File: src/rtl/aim_fire_if.sv
// Command handshake between a host sequencer and the aim/fire controller.
// One command moves per cycle where cmd_valid and cmd_ready are both high.
interface aim_fire_if;
    logic       cmd_valid;
    logic       cmd_ready;
    logic       cmd_dir;
    logic [7:0] cmd_steps;
    logic       cmd_fire;

    modport master (
        output cmd_valid, cmd_dir, cmd_steps, cmd_fire,
        input  cmd_ready
    );

    modport slave (
        input  cmd_valid, cmd_dir, cmd_steps, cmd_fire,
        output cmd_ready
    );
endinterface

File: src/rtl/aim_fire_ctrl.sv
// Aim-and-fire sequencer: rotates the turret for a timed number of steps,
// settles, holds the servo start for one shot window, then cools down.
module aim_fire_ctrl #(
    parameter int unsigned STEP_CYCLES     = 1000000,
    parameter int unsigned SETTLE_CYCLES   = 5000000,
    parameter int unsigned FIRE_CYCLES     = 100000000,
    parameter int unsigned COOLDOWN_CYCLES = 20000000
) (
    input  logic             clk,
    input  logic             rst_n,
    aim_fire_if.slave        cmd,
    input  logic             abort,
    output logic             turn,
    output logic             turn_back,
    output logic             start,
    output logic             busy,
    output logic             done,
    output logic [2:0]       state_dbg
);

    localparam int unsigned MAX_A   = (STEP_CYCLES > SETTLE_CYCLES) ? STEP_CYCLES : SETTLE_CYCLES;
    localparam int unsigned MAX_B   = (FIRE_CYCLES > COOLDOWN_CYCLES) ? FIRE_CYCLES : COOLDOWN_CYCLES;
    localparam int unsigned MAX_CYC = (MAX_A > MAX_B) ? MAX_A : MAX_B;
    localparam int          CW      = (MAX_CYC > 1) ? $clog2(MAX_CYC) : 1;

    localparam logic [CW-1:0] STEP_LAST   = CW'(STEP_CYCLES - 1);
    localparam logic [CW-1:0] SETTLE_LAST = CW'(SETTLE_CYCLES - 1);
    localparam logic [CW-1:0] FIRE_LAST   = CW'(FIRE_CYCLES - 1);
    localparam logic [CW-1:0] COOL_LAST   = CW'(COOLDOWN_CYCLES - 1);

    typedef enum logic [2:0] {
        S_IDLE     = 3'd0,
        S_ROTATE   = 3'd1,
        S_SETTLE   = 3'd2,
        S_FIRE     = 3'd3,
        S_COOLDOWN = 3'd4
    } state_e;

    state_e          state_q, state_d;
    logic [CW-1:0]   cyc_q, cyc_d;
    logic [7:0]      step_q, step_d;
    logic [7:0]      steps_q, steps_d;
    logic            dir_q, dir_d;
    logic            fire_q, fire_d;
    logic            turn_q, turn_d;
    logic            turn_back_q, turn_back_d;
    logic            start_q, start_d;
    logic            done_q, done_d;
    logic            accept;

    assign cmd.cmd_ready = (state_q == S_IDLE) && !abort;
    assign accept        = cmd.cmd_valid && cmd.cmd_ready;

    // NOTE: every signal gets its hold value before the case so no path leaves one unassigned (no latch).
    always_comb begin
        state_d     = state_q;
        cyc_d       = cyc_q;
        step_d      = step_q;
        steps_d     = steps_q;
        dir_d       = dir_q;
        fire_d      = fire_q;
        turn_d      = turn_q;
        turn_back_d = turn_back_q;
        start_d     = start_q;
        done_d      = 1'b0;

        if (abort && state_q != S_IDLE) begin
            state_d     = S_IDLE;
            cyc_d       = '0;
            step_d      = '0;
            turn_d      = 1'b0;
            turn_back_d = 1'b0;
            start_d     = 1'b0;
        end else begin
            case (state_q)
                S_IDLE: begin
                    if (accept) begin
                        dir_d   = cmd.cmd_dir;
                        steps_d = cmd.cmd_steps;
                        fire_d  = cmd.cmd_fire;
                        cyc_d   = '0;
                        step_d  = '0;
                        if (cmd.cmd_steps != 8'd0) begin
                            state_d     = S_ROTATE;
                            turn_d      = !cmd.cmd_dir;
                            turn_back_d = cmd.cmd_dir;
                        end else if (cmd.cmd_fire) begin
                            state_d = S_SETTLE;
                        end else begin
                            done_d = 1'b1;
                        end
                    end
                end
                S_ROTATE: begin
                    if (cyc_q == STEP_LAST) begin
                        cyc_d = '0;
                        if (step_q + 8'd1 == steps_q) begin
                            // Final step: drop the drive on the same edge the state leaves ROTATE.
                            step_d      = '0;
                            turn_d      = 1'b0;
                            turn_back_d = 1'b0;
                            if (fire_q) begin
                                state_d = S_SETTLE;
                            end else begin
                                state_d = S_IDLE;
                                done_d  = 1'b1;
                            end
                        end else begin
                            step_d = step_q + 8'd1;
                        end
                    end else begin
                        cyc_d = cyc_q + 1'b1;
                    end
                end
                S_SETTLE: begin
                    if (cyc_q == SETTLE_LAST) begin
                        cyc_d   = '0;
                        state_d = S_FIRE;
                        start_d = 1'b1;
                    end else begin
                        cyc_d = cyc_q + 1'b1;
                    end
                end
                S_FIRE: begin
                    if (cyc_q == FIRE_LAST) begin
                        cyc_d   = '0;
                        state_d = S_COOLDOWN;
                        start_d = 1'b0;
                    end else begin
                        cyc_d = cyc_q + 1'b1;
                    end
                end
                S_COOLDOWN: begin
                    if (cyc_q == COOL_LAST) begin
                        cyc_d   = '0;
                        state_d = S_IDLE;
                        done_d  = 1'b1;
                    end else begin
                        cyc_d = cyc_q + 1'b1;
                    end
                end
                default: begin
                    state_d     = S_IDLE;
                    cyc_d       = '0;
                    step_d      = '0;
                    turn_d      = 1'b0;
                    turn_back_d = 1'b0;
                    start_d     = 1'b0;
                end
            endcase
        end
    end

    // NOTE: sequential state uses non-blocking assignments so all flops update from pre-edge values.
    always_ff @(posedge clk or negedge rst_n) begin
        if (!rst_n) begin
            state_q     <= S_IDLE;
            cyc_q       <= '0;
            step_q      <= '0;
            steps_q     <= '0;
            dir_q       <= 1'b0;
            fire_q      <= 1'b0;
            turn_q      <= 1'b0;
            turn_back_q <= 1'b0;
            start_q     <= 1'b0;
            done_q      <= 1'b0;
        end else begin
            state_q     <= state_d;
            cyc_q       <= cyc_d;
            step_q      <= step_d;
            steps_q     <= steps_d;
            dir_q       <= dir_d;
            fire_q      <= fire_d;
            turn_q      <= turn_d;
            turn_back_q <= turn_back_d;
            start_q     <= start_d;
            done_q      <= done_d;
        end
    end

    assign turn      = turn_q;
    assign turn_back = turn_back_q;
    assign start     = start_q;
    assign done      = done_q;
    assign busy      = (state_q != S_IDLE);
    assign state_dbg = state_q;

endmodule

File: src/flat_wrapper.sv
// flat-port wrapper written by rule: the top's interface ports become plain ports
module aim_fire_ctrl_flat 
#(
    parameter int unsigned STEP_CYCLES     = 1000000,
    parameter int unsigned SETTLE_CYCLES   = 5000000,
    parameter int unsigned FIRE_CYCLES     = 100000000,
    parameter int unsigned COOLDOWN_CYCLES = 20000000
)
  (clk, rst_n, abort, turn, turn_back, start, busy, done, state_dbg, cmd_cmd_valid, cmd_cmd_dir, cmd_cmd_steps, cmd_cmd_fire, cmd_cmd_ready);
  aim_fire_if cmd_i ();
  input  logic clk;
  input  logic rst_n;
  input  logic abort;
  output logic turn;
  output logic turn_back;
  output logic start;
  output logic busy;
  output logic done;
  output logic [2:0] state_dbg;
  input wire logic [$bits(cmd_i.cmd_valid)-1:0] cmd_cmd_valid;
  input wire logic [$bits(cmd_i.cmd_dir)-1:0] cmd_cmd_dir;
  input wire logic [$bits(cmd_i.cmd_steps)-1:0] cmd_cmd_steps;
  input wire logic [$bits(cmd_i.cmd_fire)-1:0] cmd_cmd_fire;
  output wire logic [$bits(cmd_i.cmd_ready)-1:0] cmd_cmd_ready;
  assign cmd_i.cmd_valid = cmd_cmd_valid;
  assign cmd_i.cmd_dir = cmd_cmd_dir;
  assign cmd_i.cmd_steps = cmd_cmd_steps;
  assign cmd_i.cmd_fire = cmd_cmd_fire;
  assign cmd_cmd_ready = cmd_i.cmd_ready;
  aim_fire_ctrl #(.STEP_CYCLES(STEP_CYCLES), .SETTLE_CYCLES(SETTLE_CYCLES), .FIRE_CYCLES(FIRE_CYCLES), .COOLDOWN_CYCLES(COOLDOWN_CYCLES)) u_core (.clk(clk), .rst_n(rst_n), .cmd(cmd_i), .abort(abort), .turn(turn), .turn_back(turn_back), .start(start), .busy(busy), .done(done), .state_dbg(state_dbg));
endmodule
File: config.mk
export PLATFORM = sky130hd
export DESIGN_NAME = aim_fire_ctrl_flat
export DESIGN_NICKNAME = d
export VERILOG_FILES = /design/src/rtl/aim_fire_if.sv /design/src/rtl/aim_fire_ctrl.sv /design/src/flat_wrapper.sv
export SDC_FILE = /design/constraint.sdc
export NUM_CORES = 1
export LEC_CHECK = 0
export ABC_AREA = 1
export CAP_MARGIN = 15
export CORE_MARGIN = 8
export CORE_UTILIZATION = 56
export CTS_BUF_LIST = sky130_fd_sc_hd__clkbuf_8
export CTS_CLUSTER_DIAMETER = 30
export DETAILED_ROUTE_END_ITERATION = 7
export GPL_TIMING_DRIVEN = 0
export PLACE_DENSITY = 0.79
export RECOVER_POWER = 25
export SETUP_SLACK_MARGIN = 0.05
export SYNTH_ARGS = -nofsm -noshare
export SYNTH_HDL_FRONTEND = slang
export SYNTH_SLANG_ARGS = --single-unit
File: constraint.sdc
create_clock -name clk -period 2.1 [get_ports clk]
set_clock_uncertainty 0.2 [all_clocks]
set_input_delay 0.21 -clock clk [delete_from_list [all_inputs] [get_ports clk]]
set_output_delay 0.21 -clock clk [all_outputs]
set_load 0.01 [all_outputs]
== Word-level counts from Yosys, hierarchy flattened ==
Cells that the tools add are included.
Word-level totals
  register bits: 51
  bits of input ports: 14
  output and inout bits: 9
  word-level logic and storage cells: 92
Cells by class
  $add $sub $neg: 2
  eq/ne operators: 19
  multiplexer cells: 46
  bitwise operators: 1
  reduce and logical (&&, ||, !) cells: 15
Operators by type and width (number)
  $mux W27: 6
  $pmux W27 S5: 1
  $mux W8: 4
  $add A27 B1 Y27 const B: 1
  $eq A27 B20 Y1 const B: 1
  $eq A27 B23 Y1 const B: 1
  $eq A27 B25 Y1 const B: 1
  $eq A27 B27 Y1 const B: 1
  $mux W3: 9
  $pmux W8 S3: 1
  $mux W1: 19
  $ne A3 B1 Y1 const B: 5
  $pmux W3 S5: 1
  $pmux W1 S3: 4
  $reduce_and A3 Y1: 3
  $add A8 B1 Y8 const B: 1
  $eq A8 B8 Y1: 1
  $reduce_bool A8 Y1: 1
  $reduce_and A7 Y1: 1
  $eq A3 B2 Y1 const B: 2
  $reduce_or A3 Y1: 2
  $reduce_and A5 Y1: 1
  $ne A2 B1 Y1 const B: 2
  $ne A4 B4 Y1 const B: 1
  10 further kinds: 13

== Depth between registers and ports, before layout ==
  depth in word-level cells: 6
  gate-level depth with buffers: 14
  depth with buffers taken out: 14

== Worst setup path after synthesis ==
Ideal clock, no wire load.
  path type: register to register
  start point: register u_core.cyc_q[0]
  end point: register u_core.cyc_q[13]
  library setup time: 0.119 ns
  arrival time: 1.663 ns
  required time: 1.781 ns
  path slack: 0.119 ns
  cell stages (with the launch flop): 12
  path buffers: 0
  period minus slack after synthesis: 1.981 ns
  path through: dfrtp_1 ha_1 nand3_1 inv_1 nand2_1 nor2_1 nand2_1 nand2_1 nand2_1 nor2_1 nor2_1 o21a_1
On the way
  word-level cells in the longest chain between the ends: 4
  elaborated cells on any way between the ends: 11
  those cells by class: add/sub (1); eq/ne (4); mux (6)
RTL lines
  start, declared: line aim_fire_ctrl.sv:40  | logic [CW-1:0] cyc_q, cyc_d;
  start signal, assigned: line aim_fire_ctrl.sv:169  | cyc_q <= cyc_d;
  $add A27 B1 Y27 (tied with other cells)
  $mux W27 (on tied branches)
  $pmux W27 S5 *: line aim_fire_ctrl.sv:75  | case (state_q)
  $mux W27 *: line aim_fire_ctrl.sv:67  | if (abort && state_q != S_IDLE) begin
Every way passes the cells marked *; elsewhere a longest branch is shown, timed or not.
A chain may end at the register's enable or synchronous reset.

== Final worst setup path ==
  start point: register u_core.step_q[0]
  end point: register u_core.turn_back_q, in the netlist u_core.turn_back
On the way
  word-level cells in the longest chain between the ends: 4
RTL lines
  start, declared: line aim_fire_ctrl.sv:41  | logic [7:0] step_q, step_d;
  start signal, assigned: line aim_fire_ctrl.sv:170  | step_q <= step_d;
  $add A8 B1 Y8: line aim_fire_ctrl.sv:97  | if (step_q + 8'd1 == steps_q) begin
  $eq A8 B8 Y1: line aim_fire_ctrl.sv:97
  $ne A3 B1 Y1 (no line)
  $reduce_and A5 Y1 (no line)
  end signal, assigned: line aim_fire_ctrl.sv:175  | turn_back_q <= turn_back_d;
  end, declared: line aim_fire_ctrl.sv:46  | logic turn_back_q, turn_back_d;
Every way passes these cells.

==> results.py <==
metrics = {
    "floorplanning": {
        "core_um2": 6310,
        "pin_count": 23,
        "rows": 29,
        "die_x_um": 96.6,
        "die_area_um2": 9340,
        "floorplan.initialDensity": 0.577,
        "die_h_um": 96.6,
    },
    "critical_path": {
        "cp_max_fo": 6,
        "cp_data_required_time_ps": 2120,
        "cp.arrival_ps": 2140,
        "cp-start-kind": "register",
        "critPathCaptureType": "register",
        "critPathKind": "register to register",
    },
    "detailed_routing": {
        "wire_per_inst_um": 16.8,
        "vias": 4287,
        "dr.pass1.iters": 5,
        "wl_mm": 12.3,
        "routed_via_density": 5.87,
        "antenna_left": 0,
        "drt_iter0_drc": 374,
        "drc": 0,
    },
    "power": {
        "pwr-share-comb": 0.557,
        "switching_share": 0.453,
        "power.internal_mw": 2.35,
        "cellPowerDensity_nw_per_um2": 848,
        "clockPowerShare": 0.143,
        "seq_power_share": 0.300,
        "p_sw_mw": 1.95,
        "leakage_nw": 2.30,
        "irDropWorstVdd_mv": 0.824,
    },
    "place": {
        "portBuffers": 22,
        "placed_area_um2": 3970,
        "gp_congestion": 0.961,
        "pre_cts_ws_ps": -416,
        "hpwl_mm": 7.75,
    },
    "yosys": {
        "synth_seq_cells": 51,
        "synth_area_um2": 3640,
        "synth_top_area_share": 0.351,
        "synth_nets": 589,
        "synthCells": 573,
        "synth-seq-area-share": 0.351,
        "synth_area_per_cell_um2": 6.35,
        "yosys.area.top_type": "dfrtp_1",
        "ys_types": 34,
        "yosysWarnings": 0,
        "synth_area_leaders": "dfrtp_1 35%, nand2_1 18%, nand3_1 8.8%",
    },
    "global_route": {
        "grt_max_degree": 33,
        "grt_pass1_wl_mm": 18.2,
        "grt_pass1_vias": 3969,
        "antenna_found_initial": 0,
        "overflow": 0,
        "grt_use_total": 0.227,
    },
    "sta": {
        "timing_hold_violations_final": 0,
        "rsz0062_at_grt": "yes",
        "tightest_slew_ps": 1160,
        "relSlewSlack": 0.230,
        "finalCriticalPeriod_ps": 2110,
        "postLayoutSetupSlackWorst_ps": -13.2,
        "layout_worst_path_cycle_share": 1.01,
        "setup_viol": 3,
        "fmax_mhz": 473,
        "slew_viol_final": 0,
    },
    "final_layout": {
        "diodes": 0,
        "area_growth_pct": 39.3,
        "drive_above_1_share": 0.331,
        "design_area_um2": 5070,
        "nNetsFinal": 668,
        "fill_cells": 425,
    },
    "worst_hold_path": {
        "hold_path_class": "input port to register",
    },
    "cts": {
        "clk_latency_ps": 320,
        "cts_tree": "yes",
        "clock_sinks": 51,
        "clkTransAtPathRegs_ps": 100,
        "clockRootBuffer": "clkbuf_8",
        "clock_path_buffers": 2,
        "htreeDepth": 2,
        "numCtsBuffers": 5,
    },
    "outcome": {
        "status": "finished, violations left",
        "violations": "setup timing",
    },
    "run": {
        "cap_violations": 0,
    },
}
-- cells in the final DEF (no fill, tap or decap), types with 12 or more instances in the layout --
cell type	count
a21oi_1	22
nand2_2	29
nand3_1	44
dfrtp_1	42
nor2_4	18
o21ai_0	28
nand2_4	12
inv_1	46
nand2_1	140
nor2_1	45
nand3_2	20
inv_2	24
buf_4	41
nor2_2	15
clkdlybuf4s50_1	20
-- flip-flops by register name, summed over array words and instances, names as in the netlist --
signal,count
u_core.turn,1
u_core.state_dbg,3
u_core.fire_q,1
u_core.cyc_q,27
u_core.start,1
u_core.turn_back,1
u_core.steps_q,8
u_core.step_q,8
u_core.done,1
-- worst max-delay path, stage by stage (launching register included) --
cell and delay (ps):
dfrtp_1 430, buf_6 150, inv_4 40, nor2_4 230, nand2_2 110, nand2_1 80
nand2_1 80, nor2_1 140, nor2_2 70, nand3_2 90, nand2_4 100, buf_8 160
nand3b_1 80, nand2_1 50
-- power groups by stage --
stage,logic (mW),registers (mW),clock network (mW)
finish,2.39,1.29,0.617
CTS,1.85,1.26,0.624
global placement,1.55,1.28,0
global route,2.56,1.30,0.664
floorplan,1.04,1.27,0
detailed placement,1.57,1.29,0
-- metal layers --
metal,vias to the layer above,wire length [µm],track usage
met3,63,990,0.0398
met5,-,0,0
met1,1969,4700,0.265
met4,0,604,0.102
li1,2008,-,-
met2,247,5980,0.397
-- cell usage after synthesis, drive strengths merged --
| cell type | count |
|---|---|
| a21oi | 24 |
| a31oi | 2 |
| buf | 7 |
| clkbuf | 2 |
| dfrtp | 51 |
| ha | 2 |
| inv | 72 |
| mux2i | 1 |
| nand2 | 183 |
| nand3 | 65 |
| nand3b | 3 |
| nand4 | 10 |
| nor2 | 78 |
| nor3 | 14 |
| nor4 | 2 |
| o21a | 2 |
| o21ai | 37 |
| o22ai | 5 |
| or2 | 3 |
| xnor2 | 2 |
| xor2 | 8 |
-- final cells by class --
cell class / count / area (µm²) / area share
Tap cell: 77 / 96.3 / 0.0190
Clock inverter: 2 / 12.5 / 0.00247
Multi-Input combinational cell: 441 / 2570 / 0.508
Buffer: 9 / 81.3 / 0.0160
Inverter: 72 / 279 / 0.0550
Timing Repair Buffer: 72 / 658 / 0.130
Sequential cell: 51 / 1290 / 0.254
Clock buffer: 6 / 82.6 / 0.0163
-- logic make-up (layout without fill, tap and decap cells) --
group	Yosys count	in the layout	share of synthesized area
and+or+nand+nor	358	358	0.423
buffers and inverters	81	161	0.0911
AOI/OAI and AO/OA	70	70	0.102
DFF	51	51	0.351
xor gates and xnor gates	10	10	0.0241
adders and majority gates	2	2	0.00687
muxes	1	1	0.00275
-- path summary, 6_finish.rpt --
path / cells past startpoint / slack [ps] / to / startpoint
max: 13 / -10 / u_core.turn_back / u_core.step_q[0]
min: 3 / 280 / u_core.steps_q[2] / cmd_cmd_steps[2]
max reg2reg: 13 / -10 / u_core.turn_back / u_core.step_q[0]
min reg2reg: 2 / 280 / u_core.turn / u_core.turn
max in group asynchronous: 3 / 450 / u_core.cyc_q[9] / rst_n
min in group asynchronous: 2 / 480 / u_core.steps_q[7] / rst_n
-- per-stage QoR --
step / cells / utilization / hold WS, ps / total power, mW / TNS, ps
2_1_floorplan: 573 / - / -286 / 2.31 / 0
3_3_place_gp: 672 / 0.627 / 259 / 2.83 / -54510
3_5_place_dp: 673 / 0.629 / -6.61 / 2.86 / -9560
4_1_cts: 700 / 0.690 / 197 / 3.74 / 0
5_1_grt: 730 / 0.803 / 302 / 4.53 / -1410
6_report: 730 / 0.803 / 276 / 4.30 / -16.5
-- repair_timing --
item,in CTS,in global routing
hold buffers,1,0
gates resized for setup,45,152
hold endpoints to repair,19,0
pin swaps,5,42
endpoints found under the setup margin,38,40
buffers inserted,17,28
gates cloned,1,2
Note: power is estimated with default switching activity, not from simulation.
